[config.mk]
export PLATFORM = sky130hd
export DESIGN_NAME = display_status_latch
export DESIGN_NICKNAME = d
export VERILOG_FILES = /design/src/rtl/piano_disp_pkg.sv /design/src/rtl/seq_divider.sv /design/src/rtl/display_status_latch.sv
export SDC_FILE = /design/constraint.sdc
export NUM_CORES = 1
export LEC_CHECK = 0
export BUFFER_PORTS_ARGS = -buffer_cell sky130_fd_sc_hd__buf_2
export CAP_MARGIN = 10
export CORE_ASPECT_RATIO = 0.75
export CORE_MARGIN = 5
export CORE_UTILIZATION = 64
export DETAILED_ROUTE_END_ITERATION = 8
export MAX_ROUTING_LAYER = met4
export PLACE_DENSITY = 0.84
export SYNTH_ARGS = -nofsm -noshare
export SYNTH_HDL_FRONTEND = slang
export SYNTH_SLANG_ARGS = --single-unit
[constraint.sdc]
create_clock -name clk_vga -period 6.08 [get_ports clk_vga]
set_clock_uncertainty 0.2 [all_clocks]
set_input_delay 0.608 -clock clk_vga [delete_from_list [all_inputs] [get_ports clk_vga]]
set_output_delay 0.608 -clock clk_vga [all_outputs]
set_load 0.1 [all_outputs]
[src/rtl/piano_disp_pkg.sv]
// Purpose : shared definitions for the piano display status path (FSM encoding, progress scale, divider length).
// Latency : n/a (package only).
// Backpressure: n/a.
package piano_disp_pkg;

  typedef enum logic [1:0] {
    ST_IDLE    = 2'd0,
    ST_CAPTURE = 2'd1,
    ST_DIV     = 2'd2,
    ST_PEND    = 2'd3
  } disp_state_t;

  // Progress is expressed in percent.
  localparam int PROGRESS_MAX = 100;

  // idx*100 needs 7 extra bits over the index width (100 < 2^7).
  localparam int DIV_EXTRA_BITS = 7;

  // Dividend width, and therefore the number of cycles spent dividing.
  function automatic int div_len(input int idx_w);
    return idx_w + DIV_EXTRA_BITS;
  endfunction

endpackage

[src/rtl/seq_divider.sv]
// Purpose : restoring unsigned divider, one quotient bit per cycle.
// Latency : DVD_W cycles from i_start to o_done; quotient valid the cycle after o_done.
// Backpressure: none; i_start restarts the division at any time.
//
// Ports:
//   clk_vga, iReset_n   clock, async active-low reset
//   i_start             load dividend/divisor and begin
//   i_dividend          DVD_W-bit dividend
//   i_divisor           DVS_W-bit divisor (0 yields all-ones; caller handles it)
//   o_done              high during the final step cycle
//   o_quotient          quotient; held stable once the division ends
module seq_divider #(
  parameter int DVD_W = 19,
  parameter int DVS_W = 12
) (
  input  logic             clk_vga,
  input  logic             iReset_n,
  input  logic             i_start,
  input  logic [DVD_W-1:0] i_dividend,
  input  logic [DVS_W-1:0] i_divisor,
  output logic             o_done,
  output logic [DVD_W-1:0] o_quotient
);

  localparam int CNT_W = $clog2(DVD_W + 1);

  logic [DVD_W-1:0] r_quo;   // dividend bits shift out the top, quotient bits shift in
  logic [DVS_W-1:0] r_rem;
  logic [DVS_W-1:0] r_dvs;
  logic [CNT_W-1:0] r_cnt;
  logic             r_run;

  logic [DVS_W:0]   w_rem_sh;
  logic             w_ge;
  logic [DVS_W-1:0] w_diff;

  assign w_rem_sh = {r_rem, r_quo[DVD_W-1]};
  assign w_ge     = (w_rem_sh >= {1'b0, r_dvs});
  // When w_ge holds the true difference is below the divisor, so the low bits suffice.
  assign w_diff   = w_rem_sh[DVS_W-1:0] - r_dvs;

  always_ff @(posedge clk_vga or negedge iReset_n) begin
    if (!iReset_n) begin
      r_quo <= '0;
      r_rem <= '0;
      r_dvs <= '0;
      r_cnt <= '0;
      r_run <= 1'b0;
    end else if (i_start) begin
      r_quo <= i_dividend;
      r_rem <= '0;
      r_dvs <= i_divisor;
      r_cnt <= CNT_W'(DVD_W);
      r_run <= 1'b1;
    end else if (r_run) begin
      r_quo <= {r_quo[DVD_W-2:0], w_ge};
      r_rem <= w_ge ? w_diff : w_rem_sh[DVS_W-1:0];
      r_cnt <= r_cnt - CNT_W'(1);
      if (r_cnt == CNT_W'(1)) r_run <= 1'b0;
    end
  end

  assign o_done     = r_run && (r_cnt == CNT_W'(1));
  assign o_quotient = r_quo;

endmodule

[src/rtl/display_status_latch.sv]
// Purpose : take player status across clock domains, compute progress %, publish once per frame.
// Latency : SYNC_STAGES+2+IDX_W+7 cycles toggle->result, then held until the next iFrameStart.
// Backpressure: none; a newer bundle during DIV is queued (one deep), during PEND it replaces the result.
//
// Ports:
//   clk_vga, iReset_n          pixel clock, async active-low reset
//   iUpdTgl                    toggles once per new status bundle (foreign domain)
//   iFreqType/iNoteIdx/
//   iNoteTotal/iSongSelected   status bundle, stable while iUpdTgl is stable
//   iFrameStart                one-cycle pulse at start of vertical blanking
//   oFreqType/oProgress/
//   oSongSelected              frame-stable published status
//   oBusy                      high in CAPTURE or DIV
module display_status_latch
  import piano_disp_pkg::*;
#(
  parameter int SYNC_STAGES = 2,
  parameter int IDX_W       = 12
) (
  input  logic             clk_vga,
  input  logic             iReset_n,
  input  logic             iUpdTgl,
  input  logic [7:0]       iFreqType,
  input  logic [IDX_W-1:0] iNoteIdx,
  input  logic [IDX_W-1:0] iNoteTotal,
  input  logic [3:0]       iSongSelected,
  input  logic             iFrameStart,
  output logic [7:0]       oFreqType,
  output logic [7:0]       oProgress,
  output logic [3:0]       oSongSelected,
  output logic             oBusy
);

  localparam int DIV_W = div_len(IDX_W);

  // Toggle synchroniser plus edge-detect flop; reset value 0 is the reference level.
  logic [SYNC_STAGES-1:0] r_sync;
  logic                   r_edge;
  logic                   w_req;

  always_ff @(posedge clk_vga or negedge iReset_n) begin
    if (!iReset_n) begin
      r_sync <= '0;
      r_edge <= 1'b0;
    end else begin
      r_sync <= {r_sync[SYNC_STAGES-2:0], iUpdTgl};
      r_edge <= r_sync[SYNC_STAGES-1];
    end
  end

  assign w_req = r_sync[SYNC_STAGES-1] ^ r_edge;

  disp_state_t r_state, w_nxt;
  logic        r_pend;
  logic        w_busy, w_start, w_commit;
  logic        w_div_done;

  // State register
  always_ff @(posedge clk_vga or negedge iReset_n) begin
    if (!iReset_n) r_state <= ST_IDLE;
    else           r_state <= w_nxt;
  end

  // Next state; a request in PEND beats a simultaneous frame start.
  always_comb begin
    w_nxt = r_state;
    case (r_state)
      ST_IDLE:    if (w_req) w_nxt = ST_CAPTURE;
      ST_CAPTURE: w_nxt = ST_DIV;
      ST_DIV:     if (w_div_done) w_nxt = ST_PEND;
      ST_PEND: begin
        if (w_req)            w_nxt = ST_CAPTURE;
        else if (iFrameStart) w_nxt = r_pend ? ST_CAPTURE : ST_IDLE;
      end
      default:    w_nxt = ST_IDLE;
    endcase
  end

  // FSM outputs
  always_comb begin
    w_busy   = (r_state == ST_CAPTURE) || (r_state == ST_DIV);
    w_start  = (r_state == ST_CAPTURE);
    w_commit = (r_state == ST_PEND) && iFrameStart && !w_req;
  end

  // Pending flag: a bundle that arrived while busy. Leaving PEND always
  // recaptures the latest inputs when set, so it is cleared there.
  always_ff @(posedge clk_vga or negedge iReset_n) begin
    if (!iReset_n)
      r_pend <= 1'b0;
    else if ((r_state == ST_PEND) && (w_req || iFrameStart))
      r_pend <= 1'b0;
    else if (w_req && w_busy)
      r_pend <= 1'b1;
  end

  // Captured fields; the divider registers the dividend/divisor on the same edge.
  logic [7:0]       r_freq;
  logic [3:0]       r_song;
  logic [IDX_W-1:0] r_total;
  logic [DIV_W-1:0] w_dividend;
  logic [DIV_W-1:0] w_quo;
  logic [7:0]       w_result;

  assign w_dividend = DIV_W'(iNoteIdx) * DIV_W'(PROGRESS_MAX);

  always_ff @(posedge clk_vga or negedge iReset_n) begin
    if (!iReset_n) begin
      r_freq  <= '0;
      r_song  <= '0;
      r_total <= '0;
    end else if (w_start) begin
      r_freq  <= iFreqType;
      r_song  <= iSongSelected;
      r_total <= iNoteTotal;
    end
  end

  seq_divider #(
    .DVD_W (DIV_W),
    .DVS_W (IDX_W)
  ) u_div (
    .clk_vga    (clk_vga),
    .iReset_n   (iReset_n),
    .i_start    (w_start),
    .i_dividend (w_dividend),
    .i_divisor  (iNoteTotal),
    .o_done     (w_div_done),
    .o_quotient (w_quo)
  );

  // Zero total reads as 0%; idx beyond total saturates at 100%.
  always_comb begin
    w_result = w_quo[7:0];
    if (r_total == '0)
      w_result = '0;
    else if (w_quo > DIV_W'(PROGRESS_MAX))
      w_result = 8'(PROGRESS_MAX);
  end

  always_ff @(posedge clk_vga or negedge iReset_n) begin
    if (!iReset_n) begin
      oFreqType     <= '0;
      oProgress     <= '0;
      oSongSelected <= '0;
    end else if (w_commit) begin
      oFreqType     <= r_freq;
      oProgress     <= w_result;
      oSongSelected <= r_song;
    end
  end

  assign oBusy = w_busy;

endmodule

== Word-level counts from Yosys, hierarchy flattened ==
Index checks and enable logic that the tools add are counted.

* Flip-flop bits (word level): 87
* Input bits: 40
* Output and inout port bits: 21
* Logic and storage cells: 60

* Add/subtract/negate cells: 2
* Multiply operators: 1
* $lt $le $gt $ge: 2
* Equal/unequal tests: 7
* Muxes and demuxes: 20
* Bitwise gates (word level): 1
* Reduce and logical (&&, ||, !) cells: 13

{| class="wikitable"
|+ Operators by type and width
! operator !! number
|-
| 19-bit two-way mux || 2
|-
| 12-bit two-way mux || 3
|-
| 19-bit by 7-bit > comparator with 1-bit output (second input constant) || 1
|-
| 12-bit by 5-bit multiplier with 17-bit output (second input constant) || 1
|-
| 8-bit two-way mux || 2
|-
| 13-bit by 12-bit >= comparator with 1-bit output || 1
|-
| 12-bit zero test || 1
|-
| 12-bit subtractor || 1
|-
| 5-bit two-way mux || 2
|-
| 2-bit two-way mux || 4
|-
| 2-bit case mux with 4 select lines || 1
|-
| 1-bit two-way mux || 6
|-
| 5-bit by 1-bit == test with 1-bit output (second input constant) || 1
|-
| 1-bit logical AND || 5
|-
| 5-bit by 1-bit subtractor with 5-bit output (second input constant) || 1
|-
| 2-bit == test (second input constant) || 2
|-
| 2-bit nonzero test || 2
|-
| 3-bit != test (second input constant) || 1
|-
| 3-bit AND reduction || 1
|-
| 2-bit by 1-bit == test with 1-bit output (second input constant) || 1
|-
| 2-bit zero test || 1
|-
| 1-bit logical OR || 2
|-
| 2-bit by 1-bit != test with 1-bit output (second input constant) || 1
|-
| 2-bit != test (second input constant) || 1
|-
| other kinds (2) || 2
|}

== Longest topological paths before layout ==
Gate-level depths: netlist of the first run.

* Depth after elaboration: 5
* Gate-level depth with buffers: 12
* Gate-level depth less buffers: 12

== Cells and area by module ==
A second synthesis of the first run with hierarchy kept.

* Cells, all modules: 605
* Area, all modules: 6044.5 um^2

{| class="wikitable"
|+ By module, submodules not included
! module !! instances !! cells each !! area an instance (um^2) !! sequential area each (um^2)
|-
| display_status_latch || 1 || 298 || 3159.3 || 1251.2
|-
| seq_divider || 1 || 307 || 2885.3 || 1226.2
|}

== Worst setup path before layout of the first run ==
OpenSTA, ideal clock, no wires.

* Path kind: input to register
* From: in iNoteIdx[7]
* To: reg u_div.r_quo[16], in the netlist u_div.o_quotient[16]
* Library setup time: 0.135 ns
* Arrival time: 3.061 ns
* Required time: 5.745 ns
* Slack: 2.683 ns
* Stages: 12
* Path buffers: 0
* Cells stage by stage: ha_1 ha_1 inv_1 fa_1 inv_1 ha_1 a2111oi_0 o21a_1 o31ai_1 a21oi_1 xor2_1 mux2i_1

* Cells in the longest elaborated chain, start to end: 2

{| class="wikitable"
|+ RTL lines
! element !! line !! text
|-
| start: declaration || display_status_latch.sv:24 || <nowiki>input logic [IDX_W-1:0] iNoteIdx,</nowiki>
|-
| 12-bit by 5-bit multiplier with 17-bit output || display_status_latch.sv:105 || <nowiki>assign w_dividend = DIV_W'(iNoteIdx) * DIV_W'(PROGRESS_MAX);</nowiki>
|-
| 19-bit two-way mux || seq_divider.sv:49 || <nowiki>end else if (i_start) begin</nowiki>
|-
| end signal: assignment || seq_divider.sv:50 || <nowiki>r_quo <= i_dividend;</nowiki>
|-
| end signal: assignment || seq_divider.sv:56 || <nowiki>r_quo <= {r_quo[DVD_W-2:0], w_ge};</nowiki>
|-
| end: declaration || seq_divider.sv:27 || <nowiki>logic [DVD_W-1:0] r_quo;</nowiki>
|}

Every way passes these cells.
A chain may end at the register's enable or synchronous reset.

== Worst setup path in the final report of the first run ==
* From: in iNoteIdx[2]
* To: reg u_div.r_quo[15], in the netlist u_div.o_quotient[15]

The elaborated chain is that of the path after synthesis.

==> metrics.md, run 1 <==
| Metric | Value |
|---|---|
| Run status | `complete, no violations` |
| Worst Hold Slack | `0.168 ns` |
| Sinks on the clock net | `87` |
| Final critical-path share of the clock period | `58.9%` |
| Sum of internal, switching and leakage power | `3.84 mW` |
| WL per Instance | `15.8 um` |
| Share of final-layout standard cells stronger than drive strength 1 | `15.5%` |
| Total of warnings raised by yosys | `0` |
| Total length of routed wires | `11700 um` |
| Dominant register cell in the synthesized netlist | `dfrtp_1` |
| H-tree lvl count | `3` |
| Final-stage net count | `735` |
| Final count of pins violating max slew | `0` |
| Via count of the first global-routing pass | `4224` |
| Maximum number of buffers from clock root to sink | `2` |
| Synthesized instance count | `576` |
| Crit path required time | `6.08 ns` |
| Routed via count | `4400` |
| Minimum clock period | `3.58 ns` |
| Rows | `29` |
| Crit path kind | `input port to register` |
| Clock tree from TritonCTS | `yes` |
| Total of max-cap violations | `0` |
| Clock share of power | `13.5%` |
| Type of the tightest min-delay check | `input port to register` |
| Nets in the synthesized netlist | `684` |
| Initial antenna violation count | `0` |
| Post-Place Cell Area | `5860 um2` |
| Kind of end point of the critical path | `register` |
| Post-route setup TNS | `0 ns` |
| Reg power frac | `27.2%` |
| Clk root buf | `clkbuf_16` |
| Final count of negative-setup-slack endpoints | `0` |
| Type of origin of the critical path | `input port` |
| Sequential element share of the synthesized area | `39.6%` |
| Number of cells in the design after placement | `724` |
| Maximum frequency from static timing analysis | `279 MHz` |
| Synth unique cells | `49` |
| Share of total power in combinational logic | `59.3%` |
| Die Outline Area | `10600 um2` |
| Cts bufs inserted | `9` |
| Leading cell types in the layout, fill and taps excluded | `dfrtp_1, nand2_1, ha_1, buf_2, inv_1` |
| Finished Cell Area | `6140 um2` |
| Hold-fix buffer count after cts | `0` |
| Top Ports | `61` |
| Area added between synthesis and finish | `11.8%` |
| Core Region | `8420 um2` |
| Total congestion overflow after global routing | `0` |
| Number of synthesized flops with an enable pin | `0` |
| Synthesized flop and latch total | `87` |
| Diodes inserted | `0` |
| Max-slew headroom at the worst pin | `28.9%` |
| First-pass detailed-route iteration total | `5` |
| Slew @ Worst Pin | `1.07 ns` |
| Async S/R FF share, synth | `100%` |
| RSZ-0062 raised after global routing | `false` |
| Post-synthesis area per instance | `9.54 um2` |
| Worst slack at placement | `2.31 ns` |
| Fraction of the core area covered by cells at the end of the flow | `73.0%` |
| Cell internal power dissipation | `1.95 mW` |
| DRC Markers | `0` |
| Number of non-filler instances in the completed layout | `740` |
| Horiz. Die Dim | `117 um` |
| Sw Share | `49.1%` |
| Buffers inserted during post-CTS setup optimization | `0` |
| Commonest non-fill, non-tap cell in the layout | `dfrtp_1` |
| Tot GR Track Use | `23.9%` |
| Power density normalized to cell area | `625 nW/um2` |
| Iteration-0 DRC Markers | `417` |
| Hold Vio Cnt, Final | `0` |
| Clock Pin Slew Worst Setup and Hold Paths | `0.07 ns` |
| DP Wirelength | `8410 um` |
| Top fanout value on the critical path | `5` |
| First-pass GRT wire length | `19900 um` |
| Routed Antenna Nets | `0` |
| Resized cells post-CTS | `0` |
| Insertion delay to the later sink of the worst-skew pair | `0.34 ns` |
| Worst setup margin | `2.50 ns` |
| Maximum vdd drop | `0.524 mV` |
| Final Wtd Congestion | `0.886` |
| Endpoint arrival time on the critical path | `3.58 ns` |
| Die Height | `90.2 um` |
| Routed via count divided by cell count | `5.95` |
| Total of buffers placed on input and output ports | `60` |
| Pleak | `3.20 nW` |
| Initial core utilization | `65.3%` |
| Largest net degree at the start of global routing | `88` |
| Area of the mapped netlist | `5490 um2` |
| Reported net switching power | `1.89 mW` |
-- cell families after synthesis --
family / after synthesis / share of synthesized area (%)
DFF: 87 / 39.6
buffers and inverters: 77 / 5.42
adders and majority gates: 68 / 16.6
muxes: 37 / 7.08
and+or+nand+nor: 155 / 12.6
xor gates and xnor gates: 20 / 3.19
AOI/OAI and AO/OA: 132 / 15.5
-- routing by layer --
metal  part of all wire, %  up-vias  global-route usage [%]
li1                      -     2119                       -
met1                    48     2117                    34.6
met2                    44      141                    33.9
met3                   6.2       23                    5.23
met4                   1.7        0                    6.49
met5                     0        -                       -
-- worst max-delay path, stage by stage --
cell      delay [ns]
buf_2           0.12
ha_1            0.30
ha_1            0.31
fa_1            0.47
ha_1            0.38
o21ai_0         0.23
o21bai_1        0.11
a211oi_1        0.50
o31ai_1         0.19
nor4_1          0.25
a211oi_1        0.10
-- cell usage after synthesis (2+ instances only) --
master / count / share of area [%]
a2111oi_0: 3 / 0.48
a211oi_1: 20 / 2.7
a21o_1: 8 / 1.1
a21oi_1: 26 / 2.4
a22o_1: 4 / 0.64
a311oi_1: 2 / 0.32
a31oi_1: 5 / 0.57
and3_1: 5 / 0.57
buf_1: 2 / 0.14
clkbuf_1: 18 / 1.2
dfrtp_1: 87 / 40
fa_1: 8 / 2.9
ha_1: 60 / 14
inv_1: 55 / 3.8
mux2_2: 15 / 3.1
mux2i_1: 22 / 4.0
nand2_1: 78 / 5.3
nand2b_1: 4 / 0.46
nand3_1: 6 / 0.55
nand4_1: 2 / 0.23
nor2_1: 29 / 2.0
nor2b_1: 4 / 0.46
nor3_1: 8 / 0.73
nor4_1: 10 / 1.1
o211ai_1: 2 / 0.27
o21a_1: 3 / 0.41
o21ai_0: 39 / 3.6
o21bai_1: 2 / 0.27
o22ai_1: 2 / 0.23
o31ai_1: 6 / 0.82
o41ai_1: 2 / 0.32
or3_1: 4 / 0.46
xnor2_1: 13 / 2.1
xor2_1: 7 / 1.1
-- power groups by stage --
| stage | clock network (mW) | registers, mW | logic, mW |
|---|---|---|---|
| global placement | 0 | 1.03 | 2.17 |
| finish | 0.520 | 1.04 | 2.28 |
| floorplan | 0 | 1.33 | 1.53 |
| global route | 0.550 | 1.07 | 2.52 |
| CTS | 0.526 | 1.04 | 2.26 |
| detailed placement | 0 | 1.04 | 2.24 |
-- sequential cells by signal, summed over array words and instances (netlist names), 4 cells and up --
signal	cells
u_div.r_rem	12
u_div.r_cnt	5
u_div.o_quotient	19
r_freq	8
oFreqType	8
r_song	4
oProgress	8
oSongSelected	4
r_total	12
-- area by class of cell --
type                    count  area (um2)
clock buffers              10         229
clock inverters             6        53.8
fillers                   612        2280
inverters                  55         206
multi-input cells         412        3020
flip-flops and latches     87        2180
well taps                 108         135
repair buffers             62         318
-- final timing paths --
kind	start	to	slack, ns	cells after the start
worst min register to register	r_sync[0]	r_sync[1]	0.17	0
worst min-delay path	iUpdTgl	r_sync[0]	0.17	1
worst max-delay path	iNoteIdx[2]	u_div.o_quotient[15]	2.50	11
max in group asynchronous	iReset_n	u_div.r_run	4.68	1
min in group asynchronous	iReset_n	r_edge	0.25	1
worst max register to register	r_total[7]	u_div.r_rem[9]	3.29	8
Power figures use the tool's default switching activity.
==> inputs of run 2 (changes only) <==
Settings changed: CORE_UTILIZATION 64 to 54, PLACE_DENSITY 0.84 to 0.75.
Clock period 6.08 ns to 3.1 ns, I/O delays scaled along.
==> run 2 against run 1 <==
Final cell count is 8.0% higher. Highest routed layer unchanged. Clock power is 120% higher. Hold slack worse by 0.16 ns. Die area is 17% higher. Via count is 2.3% higher. Setup slack worse by 2.4 ns.
==> metrics.md, run 2 (synthesis results as in run 1) <==
| Metric | Value |
|---|---|
| Buffers inserted during post-CTS setup optimization | `0` |
| Horiz. Die Dim | `126 um` |
| Largest stage delay on the critical path | `0.46 ns` |
| Final-stage net count | `770` |
| Minimum clock period | `2.99 ns` |
| Type of the tightest min-delay check | `input port to register` |
| Die Outline Area | `12300 um2` |
| Final count of pins violating max slew | `0` |
| Routed via count | `4501` |
| Area added between synthesis and finish | `19.9%` |
| Final critical-path share of the clock period | `96.3%` |
| Maximum number of buffers from clock root to sink | `2` |
| Worst Path Buf+Inv | `1` |
| Sinks on the clock net | `87` |
| Top fanout value on the critical path | `4` |
| First-pass GRT wire length | `21500 um` |
| Sum of internal, switching and leakage power | `7.82 mW` |
| Fraction of the core area covered by cells at the end of the flow | `67.1%` |
| Commonest non-fill, non-tap cell in the layout | `dfrtp_1` |
| Share of final-layout standard cells stronger than drive strength 1 | `19.8%` |
| Finished Cell Area | `6590 um2` |
| Top Ports | `61` |
| Cts bufs inserted | `9` |
| Total of max-cap violations | `0` |
| Initial core utilization | `56.0%` |
| DP Wirelength | `8790 um` |
| Core Region | `9810 um2` |
| Insertion delay to the later sink of the worst-skew pair | `0.34 ns` |
| Diodes inserted | `0` |
| WL per Instance | `15.4 um` |
| Slew @ Worst Pin | `0.745 ns` |
| Die Height | `97.4 um` |
| Iteration-0 DRC Markers | `277` |
| Type of origin of the critical path | `input port` |
| Final count of negative-setup-slack endpoints | `0` |
| Crit path kind | `input port to register` |
| Total of buffers placed on input and output ports | `60` |
| Rows | `31` |
| DRC Markers | `0` |
| Initial antenna violation count | `0` |
| Kind of end point of the critical path | `register` |
| List of cells traversed by the critical path | `buf_2 -> ha_1 -> ha_1 -> fa_1 -> ha_1 -> a211oi_1 -> o21bai_1 -> a211oi_2 -> o31ai_1 -> nor4_1 -> a211oi_1` |
| Clock Pin Slew Worst Setup and Hold Paths | `0.06 ns` |
| Power density normalized to cell area | `1190 nW/um2` |
| Maximum vdd drop | `0.548 mV` |
| Via count of the first global-routing pass | `4510` |
| Largest register FFs | `19` |
| Post-Place Cell Area | `6090 um2` |
| Clk root buf | `clkbuf_16` |
| Cell type of the slowest stage on the worst timing path | `fa_1` |
| Final Wtd Congestion | `0.921` |
| Worst Hold Slack | `0.00359 ns` |
| Endpoint arrival time on the critical path | `2.99 ns` |
| Max-slew headroom at the worst pin | `50.2%` |
| Routed Antenna Nets | `0` |
| Largest net degree at the start of global routing | `83` |
| First-pass detailed-route iteration total | `4` |
| Pleak | `3.40 nW` |
| Total congestion overflow after global routing | `0` |
| Clock tree from TritonCTS | `yes` |
| Total length of routed wires | `12300 um` |
| Maximum frequency from static timing analysis | `335 MHz` |
| Run status | `complete, no violations` |
| Routed via count divided by cell count | `5.63` |
| RSZ-0062 raised after global routing | `false` |
| Crit path required time | `3.10 ns` |
| Leading cell types in the layout, fill and taps excluded | `dfrtp_1, nand2_1, buf_2` |
| Most common cell type on the critical path | `ha_1` |
| Category of cells accounting for the largest share of critical-path delay | `adder cells` |
| H-tree lvl count | `3` |
| Tot GR Track Use | `21.3%` |
| Hold Vio Cnt, Final | `0` |
[run 2: worst paths after layout]
kind	cells past startpoint	startpoint	slack, ns	to
worst max-delay path	11	iNoteIdx[2]	0.11	u_div.o_quotient[15]
worst max register to register	8	r_total[6]	0.37	u_div.r_rem[3]
min in group asynchronous	2	iReset_n	0.33	oProgress[4]
worst min register to register	0	r_sync[0]	0.16	r_sync[1]
worst min-delay path	3	iNoteTotal[2]	0.004	r_total[2]
max in group asynchronous	3	iReset_n	1.62	r_song[2]
[run 2: what timing repair did]
action,CTS,global route
setup endpoints to repair,0,5
hold endpoints to repair,56,1
resized for setup,0,11
hold buffers,9,1
[run 2: metal layers]
layer	up-vias	track usage, %	routed length, um
met5	-	-	0
met4	0	3.46	103
met3	14	4.78	722
met2	121	32.3	5570
met1	2174	30.0	5910
li1	2192	-	-
[run 2: worst min-delay path, cell delays in order]
cell	delay [ns]
buf_2	0.07
nand2_1	0.04
o21ai_0	0.07
[run 2: final cells by class]
cell class                 count  area (um2)
inverter                      55         206
multi-input combinational    412        3100
timing repair buffer          97         618
sequential                    87        2180
fill                         754        3230
clock inverter                 6        76.3
tap                          132         165
clock buffer                  10         239
[run 2: where the power goes]
part           internal [mW]  total (mW)  switching [mW]  leakage [nW]
clock                  0.661        1.13           0.467         0.156
sequential              1.67        2.10           0.426          1.06
combinational           1.72        4.59            2.87          2.18
total                   4.05        7.82            3.76          3.40
[run 2: per-stage QoR]
stage               setup slack, ns  TNS [ns]  std cells
global route                 0.0134         0        799
floorplan                   0.00127         0        576
detailed placement           -0.322     -1.56        773
finish                        0.114         0        799
global placement             -0.192    -0.877        773
CTS                         0.00515         0        798
==> inputs of run 3 (changes only) <==
Settings changed: RECOVER_POWER set to 100.
==> run 3 against run 2 <==
Core utilization down 0.50 points. Maximum frequency rose by 0.20%. Hold slack gained 0.0019 ns. Global-route usage stayed put. Register-to-register slack about the same. Die area unchanged. Clock power barely moved. Non-clock buffer count stayed put. Largest power group unchanged.
==> metrics.md, run 3 (synthesis results as in run 1) <==
| Metric | Value |
|---|---|
| Total congestion overflow after global routing | `0` |
| Largest stage delay on the critical path | `0.46 ns` |
| Final Wtd Congestion | `0.921` |
| Rows | `31` |
| Run status | `complete, no violations` |
| Clk root buf | `clkbuf_16` |
| Cell type of the slowest stage on the worst timing path | `fa_1` |
| Top fanout value on the critical path | `4` |
| List of cells traversed by the critical path | `buf_2 -> ha_1 -> ha_1 -> fa_1 -> ha_1 -> a211oi_1 -> o21bai_1 -> a211oi_2 -> o31ai_1 -> nor4_1 -> a211oi_1` |
| Final critical-path share of the clock period | `96.1%` |
| Finished Cell Area | `6540 um2` |
| Launch instance of the worst min-delay path | `iNoteTotal[2]` |
| Initial antenna violation count | `0` |
| First-pass GRT wire length | `21500 um` |
| Iteration-0 DRC Markers | `318` |
| Core Region | `9810 um2` |
| Endpoint arrival time on the critical path | `2.98 ns` |
| Die Height | `97.4 um` |
| Final count of pins violating max slew | `0` |
| Largest net degree at the start of global routing | `83` |
| Endpoint of the worst hold-timing path | `r_total[2]` |
| H-tree lvl count | `3` |
| Worst Hold Slack | `0.00553 ns` |
| Total of buffers placed on input and output ports | `60` |
| Type of the tightest min-delay check | `input port to register` |
| Share of final-layout standard cells stronger than drive strength 1 | `15.9%` |
| Area added between synthesis and finish | `19.0%` |
| Kind of end point of the critical path | `register` |
| Count of cells along the worst register-to-register path | `8` |
| Maximum frequency from static timing analysis | `336 MHz` |
| Leading cell types in the layout, fill and taps excluded | `dfrtp_1, nand2_1, ha_1` |
| Worst reg2reg startpoint | `r_total[6]` |
| Max-slew headroom at the worst pin | `18.2%` |
| Type of origin of the critical path | `input port` |
| Hold Vio Cnt, Final | `0` |
| Clock Pin Slew Worst Setup and Hold Paths | `0.06 ns` |
| Total length of routed wires | `12300 um` |
| Commonest non-fill, non-tap cell in the layout | `dfrtp_1` |
| Terminus of the critical flop-to-flop path | `u_div.r_rem[3]` |
| Diodes inserted | `0` |
| Post-route setup TNS | `0 ns` |
| DRC Markers | `0` |
| Worst Setup SP | `iNoteIdx[2]` |
| Routed via count divided by cell count | `5.66` |
| Maximum number of buffers from clock root to sink | `2` |
| Clock tree from TritonCTS | `yes` |
| Final-stage net count | `770` |
| Final count of negative-setup-slack endpoints | `0` |
| Insertion delay to the later sink of the worst-skew pair | `0.34 ns` |
| Sinks on the clock net | `87` |
| Hold Path Cell Cnt | `3` |
| Slack of the worst reg-to-reg path | `0.37 ns` |
| Most common cell type on the critical path | `ha_1` |
| RSZ-0062 raised after global routing | `false` |
| Power density normalized to cell area | `1190 nW/um2` |
| Buffers inserted during post-CTS setup optimization | `0` |
| Tot GR Track Use | `21.3%` |
| Largest register FFs | `19` |
| Routed via count | `4524` |
| Top Ports | `61` |
| Crit path kind | `input port to register` |
| Minimum clock period | `2.98 ns` |
| Initial core utilization | `56.0%` |
| First-pass detailed-route iteration total | `5` |
| DP Wirelength | `8790 um` |
| Maximum vdd drop | `0.544 mV` |
| Slew @ Worst Pin | `1.23 ns` |
| Via count of the first global-routing pass | `4510` |
| Total of max-cap violations | `0` |
| Crit path required time | `3.10 ns` |
| Routed Antenna Nets | `0` |
| Pleak | `3.32 nW` |
| Horiz. Die Dim | `126 um` |
| Post-Place Cell Area | `6090 um2` |
| WL per Instance | `15.4 um` |
| Cts bufs inserted | `9` |
| Die Outline Area | `12300 um2` |
run 3: cell types whose count changed in the layout (fill, tap and decap cells not counted), sizes merged:
cell	before	now
buf	87	59
clkbuf	10	38
run 3: critical path: cells and delay by family:
family	cells	cell delay [ns]
adder cells (fa/ha/maj)	4	1.35
AND/OR/NAND/NOR	1	0.18
AO/OA/AOI/OAI	5	1.02
buffers and inverters	1	0.11
run 3: area by class of cell:
type,count,area (um2)
inverter,55,206
clock buffer,10,239
timing repair buffer,97,573
multi-input combinational,412,3100
clock inverter,6,76.3
sequential,87,2180
tap,132,165
fill,773,3280
run 3: how the worst max path moves through the flow:
stage | end | slack [ns]
6_report | u_div.o_quotient[15] | 0.12
5_1_grt | u_div.o_quotient[17] | 0.01
4_1_cts | u_div.o_quotient[15] | 0.005
3_5_place_dp | u_div.o_quotient[15] | -0.32
3_3_place_gp | u_div.o_quotient[17] | -0.19
2_1_floorplan | u_div.o_quotient[16] | 0.001
run 3: metal layers:
metal	up-vias	part of all wire, %	global-route usage, %	wire length (um)
li1	2193	-	-	-
met1	2180	48	30.0	5870
met2	132	45	32.3	5600
met3	19	5.8	4.78	710
met4	0	0.97	3.46	119
met5	-	0	-	0
run 3: report_power, final:
group	switching (mW)	total [mW]	internal (mW)
Sequential	0.430	2.10	1.67
Clock	0.460	1.12	0.660
Combinational	2.87	4.55	1.68
Total	3.76	7.77	4.01
run 3: what timing repair did:
item / 4_1_cts / 5_1_grt
endpoints found under the hold margin: 56 / 1
resized for setup: 0 / 11
hold buffers: 9 / 1
endpoints found under the setup margin: 0 / 5
run 3: through the flow:
step / power, mW / setup slack (ns) / utilization [%] / std cells
detailed placement: 6.54 / -0.322 / 62.1 / 773
global placement: 6.38 / -0.192 / 62.1 / 773
finish: 7.77 / 0.120 / 66.6 / 799
CTS: 7.72 / 0.00515 / 66.2 / 798
floorplan: 5.61 / 0.00127 / - / 576
global route: 8.40 / 0.0134 / 66.6 / 799
